## src/rtl/axi4_fw_pkg.sv

```systemverilog
// ---------------------------------------------------------------------------
// axi4_fw_pkg
// Shared types for the AXI4 region firewall decoder: config FSM states,
// response error codes and the programmable region table entry.
//
// Region entry fields use fixed maximum widths so one package serves every
// parameterisation of the decoder. Narrower configurations zero-extend into
// these fields, and the unused upper bits reduce to constants in synthesis.
// Supported limits: ADDR_WIDTH <= 64, NUM_MASTERS <= 16, NUM_SLAVES <= 16.
// ---------------------------------------------------------------------------
package axi4_fw_pkg;

    localparam int unsigned FW_AW_MAX    = 64;  // widest supported address
    localparam int unsigned FW_NM_MAX    = 16;  // most supported masters
    localparam int unsigned FW_NM_IDX_W  = 4;   // index width into FW_NM_MAX
    localparam int unsigned FW_SW_MAX    = 4;   // widest slave index

    typedef enum logic [1:0] {
        LOCKED = 2'd0,
        OPEN   = 2'd1,
        SEALED = 2'd2
    } fw_state_t;

    typedef enum logic [1:0] {
        ERR_OK       = 2'd0,
        ERR_NOMATCH  = 2'd1,
        ERR_PERM     = 2'd2,
        ERR_SECURITY = 2'd3
    } fw_err_t;

    typedef struct packed {
        logic                 valid;
        logic [FW_AW_MAX-1:0] base;
        logic [FW_AW_MAX-1:0] mask;
        logic [FW_SW_MAX-1:0] slave;
        logic [FW_NM_MAX-1:0] rperm;
        logic [FW_NM_MAX-1:0] wperm;
        logic                 sec_only;
        logic                 priv_only;
    } fw_region_t;

endpackage

```

## src/rtl/axi4_fw_region_match.sv

```systemverilog
// ---------------------------------------------------------------------------
// axi4_fw_region_match
// Purely combinational evaluation of one region table entry against the
// request that currently sits in the first pipeline stage.
//
// Ports:
//   entry_i    region table entry
//   addr_i     request address
//   prot_i     AxPROT[1:0] (bit 1 = non-secure, bit 0 = privileged)
//   write_i    1 = write request, 0 = read request
//   mid_i      master id
//   hit_o      entry valid and address matches base under mask
//   perm_ok_o  the master holds the read/write permission for this region
//   sec_ok_o   the request satisfies the secure/privileged attributes
//   sel_o      one-hot slave select for this region
// ---------------------------------------------------------------------------
module axi4_fw_region_match
    import axi4_fw_pkg::*;
#(
    parameter int unsigned ADDR_WIDTH = 32,
    parameter int unsigned NUM_SLAVES = 4,
    parameter int unsigned MID_W      = 2
) (
    input  fw_region_t             entry_i,
    input  logic [ADDR_WIDTH-1:0]  addr_i,
    input  logic [1:0]             prot_i,
    input  logic                   write_i,
    input  logic [MID_W-1:0]       mid_i,
    output logic                   hit_o,
    output logic                   perm_ok_o,
    output logic                   sec_ok_o,
    output logic [NUM_SLAVES-1:0]  sel_o
);

    logic [FW_AW_MAX-1:0] addr_ext;
    logic [FW_NM_MAX-1:0] perm_vec;

    assign addr_ext = FW_AW_MAX'(addr_i);
    assign hit_o    = entry_i.valid &&
                      ((addr_ext & entry_i.mask) == (entry_i.base & entry_i.mask));

    // Permission bits above NUM_MASTERS are always zero in the table, so an
    // out-of-range master id naturally reads a 0 and is refused.
    assign perm_vec  = write_i ? entry_i.wperm : entry_i.rperm;
    assign perm_ok_o = perm_vec[FW_NM_IDX_W'(mid_i)];

    assign sec_ok_o  = !(entry_i.sec_only  &&  prot_i[1]) &&
                       !(entry_i.priv_only && !prot_i[0]);

    assign sel_o     = NUM_SLAVES'(1) << entry_i.slave;

endmodule

```

## src/rtl/axi4_region_firewall_decoder.sv

```systemverilog
// ---------------------------------------------------------------------------
// axi4_region_firewall_decoder
// Programmable AXI4 address firewall between master arbitration and the
// slave mux. Decodes one AW/AR request per cycle through a two-stage
// valid/ready pipeline against a base/mask region table with per-master
// permissions and secure/privileged attributes. Includes a LOCKED/OPEN/SEALED
// config FSM, a sticky tamper flag, first-violation capture and a saturating
// violation counter. NUM_REGIONS and NUM_SLAVES must be at least 2.
//
// Ports:
//   aclk, aresetn                 clock, async active-low reset
//   req_valid/req_ready           request handshake
//   req_addr/prot/write/mid       request attributes
//   rsp_valid/rsp_ready           response handshake
//   rsp_sel/rsp_err/rsp_write     one-hot slave select, error code, AW/AR
//   cfg_en/cfg_we/cfg_seal        open config, write table entry, seal
//   cfg_idx/base/mask/slave/...   table entry write data
//   viol_clr                      clear violation counter and capture
//   cfg_state                     config FSM state
//   viol_count/addr/info          violation counter and first-violation log
//   tamper, irq                   sticky illegal-write flag, interrupt
// ---------------------------------------------------------------------------
module axi4_region_firewall_decoder
    import axi4_fw_pkg::*;
#(
    parameter  int unsigned ADDR_WIDTH  = 32,
    parameter  int unsigned NUM_REGIONS = 8,
    parameter  int unsigned NUM_SLAVES  = 4,
    parameter  int unsigned NUM_MASTERS = 4,
    parameter  int unsigned CNT_W       = 16,
    localparam int unsigned MID_W       = (NUM_MASTERS > 1) ? $clog2(NUM_MASTERS) : 1,
    localparam int unsigned IDX_W       = $clog2(NUM_REGIONS),
    localparam int unsigned SLV_W       = $clog2(NUM_SLAVES)
) (
    input  logic                    aclk,
    input  logic                    aresetn,
    input  logic                    req_valid,
    output logic                    req_ready,
    input  logic [ADDR_WIDTH-1:0]   req_addr,
    input  logic [2:0]              req_prot,
    input  logic                    req_write,
    input  logic [MID_W-1:0]        req_mid,
    output logic                    rsp_valid,
    input  logic                    rsp_ready,
    output logic [NUM_SLAVES-1:0]   rsp_sel,
    output logic [1:0]              rsp_err,
    output logic                    rsp_write,
    input  logic                    cfg_en,
    input  logic                    cfg_we,
    input  logic [IDX_W-1:0]        cfg_idx,
    input  logic [ADDR_WIDTH-1:0]   cfg_base,
    input  logic [ADDR_WIDTH-1:0]   cfg_mask,
    input  logic [SLV_W-1:0]        cfg_slave,
    input  logic [NUM_MASTERS-1:0]  cfg_rperm,
    input  logic [NUM_MASTERS-1:0]  cfg_wperm,
    input  logic                    cfg_sec_only,
    input  logic                    cfg_priv_only,
    input  logic                    cfg_valid_bit,
    input  logic                    cfg_seal,
    input  logic                    viol_clr,
    output logic [1:0]              cfg_state,
    output logic [CNT_W-1:0]        viol_count,
    output logic [ADDR_WIDTH-1:0]   viol_addr,
    output logic [2+MID_W:0]        viol_info,
    output logic                    tamper,
    output logic                    irq
);

    // Bit i is set when table index i exists; covers non-power-of-two tables.
    localparam logic [(2**IDX_W)-1:0] IDX_LEGAL =
        {(2**IDX_W){1'b1}} >> ((2**IDX_W) - NUM_REGIONS);

    // ---------------- config FSM and tamper ----------------
    fw_state_t  state_q, state_d;
    logic       tamper_q;
    logic       tbl_we, bad_we;

    assign tbl_we = cfg_we && (state_q == OPEN) && IDX_LEGAL[cfg_idx];
    assign bad_we = cfg_we && !tbl_we;

    // NOTE: all clocked state uses non-blocking assignments so every register
    // samples pre-edge values regardless of process evaluation order.
    always_ff @(posedge aclk or negedge aresetn) begin
        if (!aresetn) begin
            state_q  <= LOCKED;
            tamper_q <= 1'b0;
        end else begin
            state_q  <= state_d;
            if (bad_we) tamper_q <= 1'b1;
        end
    end

    // NOTE: next state defaults to the current state first, so no path
    // through the case leaves state_d unassigned and no latch is inferred.
    always_comb begin
        state_d = state_q;
        unique case (state_q)
            LOCKED:  if (cfg_en) state_d = OPEN;
            OPEN: begin
                // Seal wins over dropping cfg_en in the same cycle.
                if (cfg_seal)     state_d = SEALED;
                else if (!cfg_en) state_d = LOCKED;
            end
            SEALED:  state_d = SEALED;
            default: state_d = LOCKED;
        endcase
    end

    // ---------------- region table ----------------
    fw_region_t table_q [NUM_REGIONS];
    fw_region_t wr_entry;

    assign wr_entry = '{valid:     cfg_valid_bit,
                        base:      FW_AW_MAX'(cfg_base),
                        mask:      FW_AW_MAX'(cfg_mask),
                        slave:     FW_SW_MAX'(cfg_slave),
                        rperm:     FW_NM_MAX'(cfg_rperm),
                        wperm:     FW_NM_MAX'(cfg_wperm),
                        sec_only:  cfg_sec_only,
                        priv_only: cfg_priv_only};

    // NOTE: the table is a small flop array that is reset deliberately: every
    // entry must come up invalid so all requests are refused until configured.
    always_ff @(posedge aclk or negedge aresetn) begin
        if (!aresetn) begin
            for (int r = 0; r < NUM_REGIONS; r++) table_q[r] <= '0;
        end else if (tbl_we) begin
            for (int r = 0; r < NUM_REGIONS; r++) begin
                if (cfg_idx == IDX_W'(r)) table_q[r] <= wr_entry;
            end
        end
    end

    // ---------------- pipeline stage 1: request register ----------------
    logic                   s1_valid_q, s1_write_q;
    logic [ADDR_WIDTH-1:0]  s1_addr_q;
    logic [1:0]             s1_prot_q;
    logic [MID_W-1:0]       s1_mid_q;
    logic                   s1_free, s2_free;
    logic                   rsp_valid_q;

    assign s2_free   = !rsp_valid_q || rsp_ready;
    assign s1_free   = !s1_valid_q  || s2_free;
    assign req_ready = s1_free;

    // AxPROT[2] (instruction/data) plays no part in the access decision.
    always_ff @(posedge aclk or negedge aresetn) begin
        if (!aresetn) begin
            s1_valid_q <= 1'b0;
            s1_addr_q  <= '0;
            s1_prot_q  <= '0;
            s1_write_q <= 1'b0;
            s1_mid_q   <= '0;
        end else if (s1_free) begin
            s1_valid_q <= req_valid;
            if (req_valid) begin
                s1_addr_q  <= req_addr;
                s1_prot_q  <= req_prot[1:0];
                s1_write_q <= req_write;
                s1_mid_q   <= req_mid;
            end
        end
    end

    // ---------------- decode: per-region match + priority ----------------
    logic [NUM_REGIONS-1:0] hit, perm_ok, sec_ok;
    logic [NUM_SLAVES-1:0]  reg_sel [NUM_REGIONS];
    fw_err_t                dec_err;
    logic [NUM_SLAVES-1:0]  dec_sel;

    for (genvar r = 0; r < NUM_REGIONS; r++) begin : g_region
        axi4_fw_region_match #(
            .ADDR_WIDTH (ADDR_WIDTH),
            .NUM_SLAVES (NUM_SLAVES),
            .MID_W      (MID_W)
        ) u_match (
            .entry_i    (table_q[r]),
            .addr_i     (s1_addr_q),
            .prot_i     (s1_prot_q),
            .write_i    (s1_write_q),
            .mid_i      (s1_mid_q),
            .hit_o      (hit[r]),
            .perm_ok_o  (perm_ok[r]),
            .sec_ok_o   (sec_ok[r]),
            .sel_o      (reg_sel[r])
        );
    end

    // Scan from the highest index down so the lowest-index hit is applied last.
    always_comb begin
        dec_err = ERR_NOMATCH;
        dec_sel = '0;
        for (int r = NUM_REGIONS - 1; r >= 0; r--) begin
            if (hit[r]) begin
                dec_sel = '0;
                if (!perm_ok[r])     dec_err = ERR_PERM;
                else if (!sec_ok[r]) dec_err = ERR_SECURITY;
                else begin
                    dec_err = ERR_OK;
                    dec_sel = reg_sel[r];
                end
            end
        end
    end

    // ---------------- pipeline stage 2: response register ----------------
    fw_err_t                rsp_err_q;
    logic [NUM_SLAVES-1:0]  rsp_sel_q;
    logic                   rsp_write_q;
    logic [ADDR_WIDTH-1:0]  rsp_addr_q;
    logic [MID_W-1:0]       rsp_mid_q;

    always_ff @(posedge aclk or negedge aresetn) begin
        if (!aresetn) begin
            rsp_valid_q <= 1'b0;
            rsp_err_q   <= ERR_OK;
            rsp_sel_q   <= '0;
            rsp_write_q <= 1'b0;
            rsp_addr_q  <= '0;
            rsp_mid_q   <= '0;
        end else if (s2_free) begin
            rsp_valid_q <= s1_valid_q;
            if (s1_valid_q) begin
                rsp_err_q   <= dec_err;
                rsp_sel_q   <= dec_sel;
                rsp_write_q <= s1_write_q;
                rsp_addr_q  <= s1_addr_q;
                rsp_mid_q   <= s1_mid_q;
            end
        end
    end

    // ---------------- violation logging ----------------
    logic                   viol_hs;
    logic [CNT_W-1:0]       viol_count_q;
    logic [ADDR_WIDTH-1:0]  viol_addr_q;
    logic [2+MID_W:0]       viol_info_q;

    assign viol_hs = rsp_valid_q && rsp_ready && (rsp_err_q != ERR_OK);

    always_ff @(posedge aclk or negedge aresetn) begin
        if (!aresetn) begin
            viol_count_q <= '0;
            viol_addr_q  <= '0;
            viol_info_q  <= '0;
        end else if (viol_clr) begin
            // A violation retiring in the clear cycle survives as the first one.
            viol_count_q <= viol_hs ? CNT_W'(1) : '0;
            viol_addr_q  <= viol_hs ? rsp_addr_q : '0;
            viol_info_q  <= viol_hs ? {rsp_err_q, rsp_write_q, rsp_mid_q} : '0;
        end else if (viol_hs) begin
            if (viol_count_q != '1) viol_count_q <= viol_count_q + CNT_W'(1);
            if (viol_count_q == '0) begin
                viol_addr_q <= rsp_addr_q;
                viol_info_q <= {rsp_err_q, rsp_write_q, rsp_mid_q};
            end
        end
    end

    // ---------------- outputs ----------------
    assign rsp_valid  = rsp_valid_q;
    assign rsp_sel    = rsp_sel_q;
    assign rsp_err    = rsp_err_q;
    assign rsp_write  = rsp_write_q;
    assign cfg_state  = state_q;
    assign viol_count = viol_count_q;
    assign viol_addr  = viol_addr_q;
    assign viol_info  = viol_info_q;
    assign tamper     = tamper_q;
    assign irq        = (viol_count_q != '0) || tamper_q;

endmodule

```

## config.mk

```make
export PLATFORM = sky130hd
export DESIGN_NAME = axi4_region_firewall_decoder
export DESIGN_NICKNAME = d
export VERILOG_FILES = /design/src/rtl/axi4_fw_pkg.sv /design/src/rtl/axi4_fw_region_match.sv /design/src/rtl/axi4_region_firewall_decoder.sv
export SDC_FILE = /design/constraint.sdc
export NUM_CORES = 1
export LEC_CHECK = 0
export ABC_CLOCK_PERIOD_IN_PS = 3200
export CAP_MARGIN = 25
export CORE_MARGIN = 2
export CORE_UTILIZATION = 54
export CTS_CLUSTER_SIZE = 25
export DETAILED_ROUTE_END_ITERATION = 10
export PLACE_DENSITY = 0.76
export SYNTH_ARGS = -nofsm -noshare
export SYNTH_HDL_FRONTEND = slang
export SYNTH_HIERARCHICAL = 1
export SYNTH_SLANG_ARGS = --single-unit
```

## constraint.sdc

```tcl
create_clock -name aclk -period 3.2 [get_ports aclk]
set_clock_uncertainty 0.15 [all_clocks]
set_input_delay 0.8 -clock aclk [delete_from_list [all_inputs] [get_ports aclk]]
set_output_delay 0.8 -clock aclk [all_outputs]
set_load 0.05 [all_outputs]
```

# After elaboration in Yosys (flattened, before gate mapping)
# Memory sizes are Yosys's and may differ from the RTL's.
# Cells that the tools add are included.
# W data, S select, Z words.
# op_classes
multipliers	0
bitwise	16
muxes	89
n_reduce_logical	81
n_addsub	1
magnitude_cmp	2
shift	8
n_eq_ne	20
n_div	0
# op_table
op	count
$and A32 B32 Y32	16
$eq A64 B64 Y1	8
$mux W32	4
$mux W4	32
$mux W2	27
$mux W16	3
$logic_and A1 B1 Y1	37
$shl A1 B2 Y4 const A	8
$reduce_and A2 Y1	13
$logic_not A1 Y1	20
$mux W5	4
$add A16 B1 Y16 const B	1
$bmux W1 S2	8
$logic_not A16 Y1	1
$ne A16 B16 Y1 const B	1
$reduce_bool A16 Y1	1
$eq A3 B3 Y1 const B	4
$mux W1	10
$reduce_bool A2 Y1	4
$eq A3 B2 Y1 const B	2
$pmux W2 S3	1
$lt A2 B5 Y1 const B	1
$lt A3 B4 Y1 const B	1
$eq A3 B1 Y1 const B	1
other kinds (7)	9
# word_totals
in_bits	126
wordCells	298
n_memories	1
latch_bits	0
mem_bits_rw	0
ff_bits	752
rom_bits	8
# mem_list
memory	depth	width	rd	rd_clocked_by_memory_dff	write_ports	line_no	rtl
(name not given)	8	1	1	0	0	axi4_region_firewall_decoder.sv:78	assign tbl_we = cfg_we && (state_q == OPEN) && IDX_LEGAL[cfg_idx];

# Logic depth before layout (Yosys ltp)
# depth
depth_word	14
mapped_depth	11

# Modules after synthesis
# The synthesis kept the hierarchy.
# by_module_without_submodules
mod	area_per_inst_um2	instances	cells_each
axi4_region_firewall_decoder	28710.0	1	1857
axi4_fw_region_match	729.4	8	83

# Worst setup path after synthesis
# Ideal clock, no wire load.
# synth_timing
path_type	register -> register
from	register s1_write_q
to	register rsp_sel_q[1] (netlist: rsp_sel[1])
synth_period_minus_slack_ns	2.978
slack_ns	0.222
t_required_ns	2.927
stages_incl_launch_ff	8
t_arrival_ns	2.706
path_cell_list	dfrtp_1 > mux4_2 > mux2_2 > and4b_1 > a221o_1 > o21ai_0 > a221oi_1 > o221a_2
# synth_rtl
element	line_no	rtl
start, declared	axi4_region_firewall_decoder.sv:135	logic s1_valid_q, s1_write_q;
start signal, assigned	axi4_region_firewall_decoder.sv:159	s1_write_q <= req_write;
$mux W4	axi4_fw_region_match.sv:44	assign perm_vec = write_i ? entry_i.wperm : entry_i.rperm;
$bmux W1 S2	axi4_fw_region_match.sv:45	assign perm_ok_o = perm_vec[FW_NM_IDX_W'(mid_i)];
$mux W1 (implied by the code)	axi4_fw_region_match.sv:45	
net perm_ok[6]	axi4_region_firewall_decoder.sv:166	logic [NUM_REGIONS-1:0] hit, perm_ok, sec_ok;
$mux W4	axi4_region_firewall_decoder.sv:196	if (!perm_ok[r]) dec_err = ERR_PERM;
$mux W4 (7 in series)	axi4_region_firewall_decoder.sv:194	if (hit[r]) begin
end signal, assigned	axi4_region_firewall_decoder.sv:225	rsp_sel_q <= dec_sel;
end, declared	axi4_region_firewall_decoder.sv:208	logic [NUM_SLAVES-1:0] rsp_sel_q;
# The timed path passes the listed nets, and every way through them passes these cells. The select of a mux whose other input is x is not followed.
# A chain may end at the register's enable or synchronous reset.

# Final worst setup path
# layout_timing
from	register s1_addr_q[13]
to	register rsp_sel_q[3] (netlist: rsp_sel[3])
# layout_rtl
element	line_no	rtl
start, declared	axi4_region_firewall_decoder.sv:136	logic [ADDR_WIDTH-1:0] s1_addr_q;
start signal, assigned	axi4_region_firewall_decoder.sv:157	s1_addr_q <= req_addr;
$and A32 B32 Y32	axi4_fw_region_match.sv:40	((addr_ext & entry_i.mask) == (entry_i.base & entry_i.mask));
$eq A64 B64 Y1	axi4_fw_region_match.sv:40	
$logic_and A1 B1 Y1	axi4_fw_region_match.sv:39	assign hit_o = entry_i.valid &&
net hit[5]	axi4_region_firewall_decoder.sv:166	
$mux W4 (6 in series)	axi4_region_firewall_decoder.sv:194	
# The timed path passes the listed nets, and every way through them passes these cells.

==> results.toml <==
[timing]
max_freq_ghz = 0.3041
setup_viol = 4
hold_slack_ns = 0.3244
finalCritPeriodShare_pct = 102.7
tightest_slew_ns = 0.5595
finalHoldViolCount = 0
relSlewSlack_pct = 62.70
final.setup.worst_slack_ns = -0.08797
finalSetupTns_ns = -0.2351
rsz0062_at_grt = "yes"
slew_viol_final = 0
fin_crit_ns = 3.288

[pwr]
peakVddDrop_mv = 0.3999
swShare_pct = 25.74
combPwrFrac_pct = 11.8
power_leakage_nw = 22.17
p_switching_mw = 5.679
power.total_mw = 22.06
p_seq_share_pct = 45.9
intPower_mw = 16.38
p_per_area_nw_per_um2 = 504.8
pwr-share-clk_pct = 42.3

[clock_network]
cts_root_buf = "clkbuf_16"
clk_path_buf_depth = 3
cts.sinks = 752
cts_max_level = 3
clkSlewWorstSetupHoldPaths_ns = 0.06
cts_buffers = 78
clock_latency_ns = 0.62
cts_tree = "yes"

[synthesis]
synthMuxAreaShare_pct = 22.62
synthXorXnorAreaFrac_pct = 6.693
syn_inst = 2521
synth_simple_gate_area_share_pct = 5.860
ys_ff_latch = 752
synth_warnings = 6
synth.distinct_cells = 60
synth-edff-count = 0
synth_top_family_by_area = "multiplexers"
avgSynthCellArea_um2 = 13.70
ys_seq_area_share_pct = 54.47
synth_compound_area_share_pct = 8.638
synthAdderAreaFrac_pct = 0.07244
async_flop_share_pct = 100.0
synth_area_um2 = 34550
synthFlopType = "dfrtp_1"

[global_route]
grt_antenna_before_repair = 1
grt_start_max_net_pins = 103
grt_pass1_vias = 25150
met2_usage_pct = 46.92
busiest_layer = "met2"
met1_usage_pct = 35.02
gr-total-overflow = 0
grt_pass1_wl_um = 140200
grtUsageMet3_pct = 4.452
grt_usage_pct = 27.32

[outcome]
status = "finished with violations"
violations = "negative setup slack"

[worst_hold_path]
min_path_type = "register to register"

[route]
postRouteAntennaNets = 0
vias_per_cell = 5.421
vias = 23621
wl_per_cell_um = 20.51
firstDrtPassIters = 7
wirelength_um = 89350
drc = 0
drt-initial-drc-count = 1564

[placed_design]
routabilityCongestion = 0.8817
dp.cells = 4208
hpwl_um = 63290
placed_area_um2 = 40810
portBuffers = 190

[worst_setup_path]
cp.required_ns = 3.55
cp_max_fo = 5
cp-start-kind = "register"
crit_type = "register to register"
critPathCaptureType = "register"
arrival_ns = 3.64

[final_layout]
nNetsFinal = 3575
area_growth_pct = 26.50
mostFrequentLayoutCells = "dfrtp_1 (741), mux2_2 (578), conb_1 (576), xor2_1 (256), clkdlybuf4s50_1 (187)"
layout_commonest_cell = "dfrtp_1"
multi_input_area_um2 = 17550
drive_gt1_share_pct = 28.40
fin_area_um2 = 43700
stdcell_count = 4357
regArea_um2 = 18830
fillers = 4351

[die]
core_um2 = 63200
start_util_pct = 54.66
rows = 92
die_w_um = 256.9
die_h_um = 256.9
io_pins = 192
dieArea_um2 = 66010

[job]
maxCapViolations = 0
-- critical path, stage by stage (launching register included) --
cell and delay (ns):
dfrtp_2 0.49, buf_4 0.17, xor2_1 0.16, a22o_1 0.26, a221oi_2 0.21, nand3_2 0.17
nor4_2 0.28, buf_4 0.18, and4b_2 0.26, a221o_1 0.31, o21ai_2 0.18, a221oi_2 0.11
o221a_2 0.24
-- power groups by stage --
stage | combinational, mW | clock, mW | sequential, mW
finish | 2.60 | 9.33 | 10.1
floorplan | 0.874 | 0 | 10.6
detailed placement | 2.53 | 0 | 10.3
global route | 2.82 | 9.88 | 10.1
CTS | 2.56 | 9.46 | 10.1
global placement | 2.49 | 0 | 10.3
-- Yosys cell counts (all sizes together), types with 16 or more instances --
cell type	instances	area share, %
a21oi	18	0.26
a222oi	16	0.46
a22oi	88	1.9
xor2	256	6.5
nor3	21	0.32
nand4	27	0.51
dfrtp	752	54
nand3	39	0.57
buf	80	1.3
mux2	662	22
a22o	107	2.7
mux4	16	1.0
nor2	17	0.19
nand2	174	1.9
nor4	22	0.58
nor4b	17	0.43
a221oi	78	2.6
-- per-stage QoR --
stage / worst slack [ns] / utilization [%]
2_1_floorplan: 0.2217 / -
3_3_place_gp: -0.2183 / 64.57
3_5_place_dp: -0.3398 / 64.57
4_1_cts: 0.001289 / 68.95
5_1_grt: -0.2205 / 69.15
6_report: -0.08797 / 69.15
-- state kept, by name (all words and copies together) (netlist names), 4 cells and up --
name / cells
rsp_addr_q: 32
rsp_sel: 4
s1_addr_q: 32
table_q: 616
viol_addr: 32
viol_count: 16
viol_info: 5
-- path summary, 6_finish.rpt --
kind	slack, ns	endpoint	start	cells past startpoint
worst max-delay path	-0.09	rsp_sel[3]$_DFFE_PN0P_	s1_addr_q[13]$_DFFE_PN0P_	12
worst min-delay path	0.32	rsp_mid_q[0]$_DFFE_PN0P_	rsp_mid_q[0]$_DFFE_PN0P_	2
worst max register to register	-0.09	rsp_sel[3]$_DFFE_PN0P_	s1_addr_q[13]$_DFFE_PN0P_	12
worst min register to register	0.32	rsp_mid_q[0]$_DFFE_PN0P_	rsp_mid_q[0]$_DFFE_PN0P_	2
max in group asynchronous	1.38	table_q[1226]$_DFFE_PN0P_	aresetn	4
min in group asynchronous	0.54	s1_valid_q$_DFFE_PN0N_	aresetn	2
-- repair_timing --
action / CTS / global route
buffers inserted: 0 / 4
setup endpoints to repair: 6 / 7
hold buffers: 1 / 0
pin swaps: 5 / 5
gates resized for setup: 29 / 24
gates cloned: 0 / 0
hold endpoints to repair: 32 / 0
-- cell type report --
| type | count | area share [%] |
|---|---|---|
| Clock buffer | 114 | 5.288 |
| Inverter | 13 | 0.1117 |
| Clock inverter | 29 | 0.7787 |
| Sequential cell | 752 | 43.09 |
| Multi-Input combinational cell | 2238 | 40.17 |
| Tap cell | 846 | 2.422 |
| Timing Repair Buffer | 364 | 8.137 |
| Antenna cell | 1 | 0.005726 |
-- logic make-up (layout without fill, tap and decap cells) --
kind of cell,count (synthesis),after routing
flip-flops,752,752
AND/OR/NAND/NOR,377,377
other,1,577
AO/OA/AOI/OAI,341,341
XOR/XNOR,264,264
buffers and inverters,106,520
multiplexers,678,678
adder cells (fa/ha/maj),2,2
-- metal layers --
layer / vias to the layer above / share of wire [%]
li1: 10689 / -
met1: 12273 / 42
met2: 510 / 50
met3: 149 / 4.6
met4: 0 / 3.1
met5: - / 0
(Power assumes the default switching activity.)
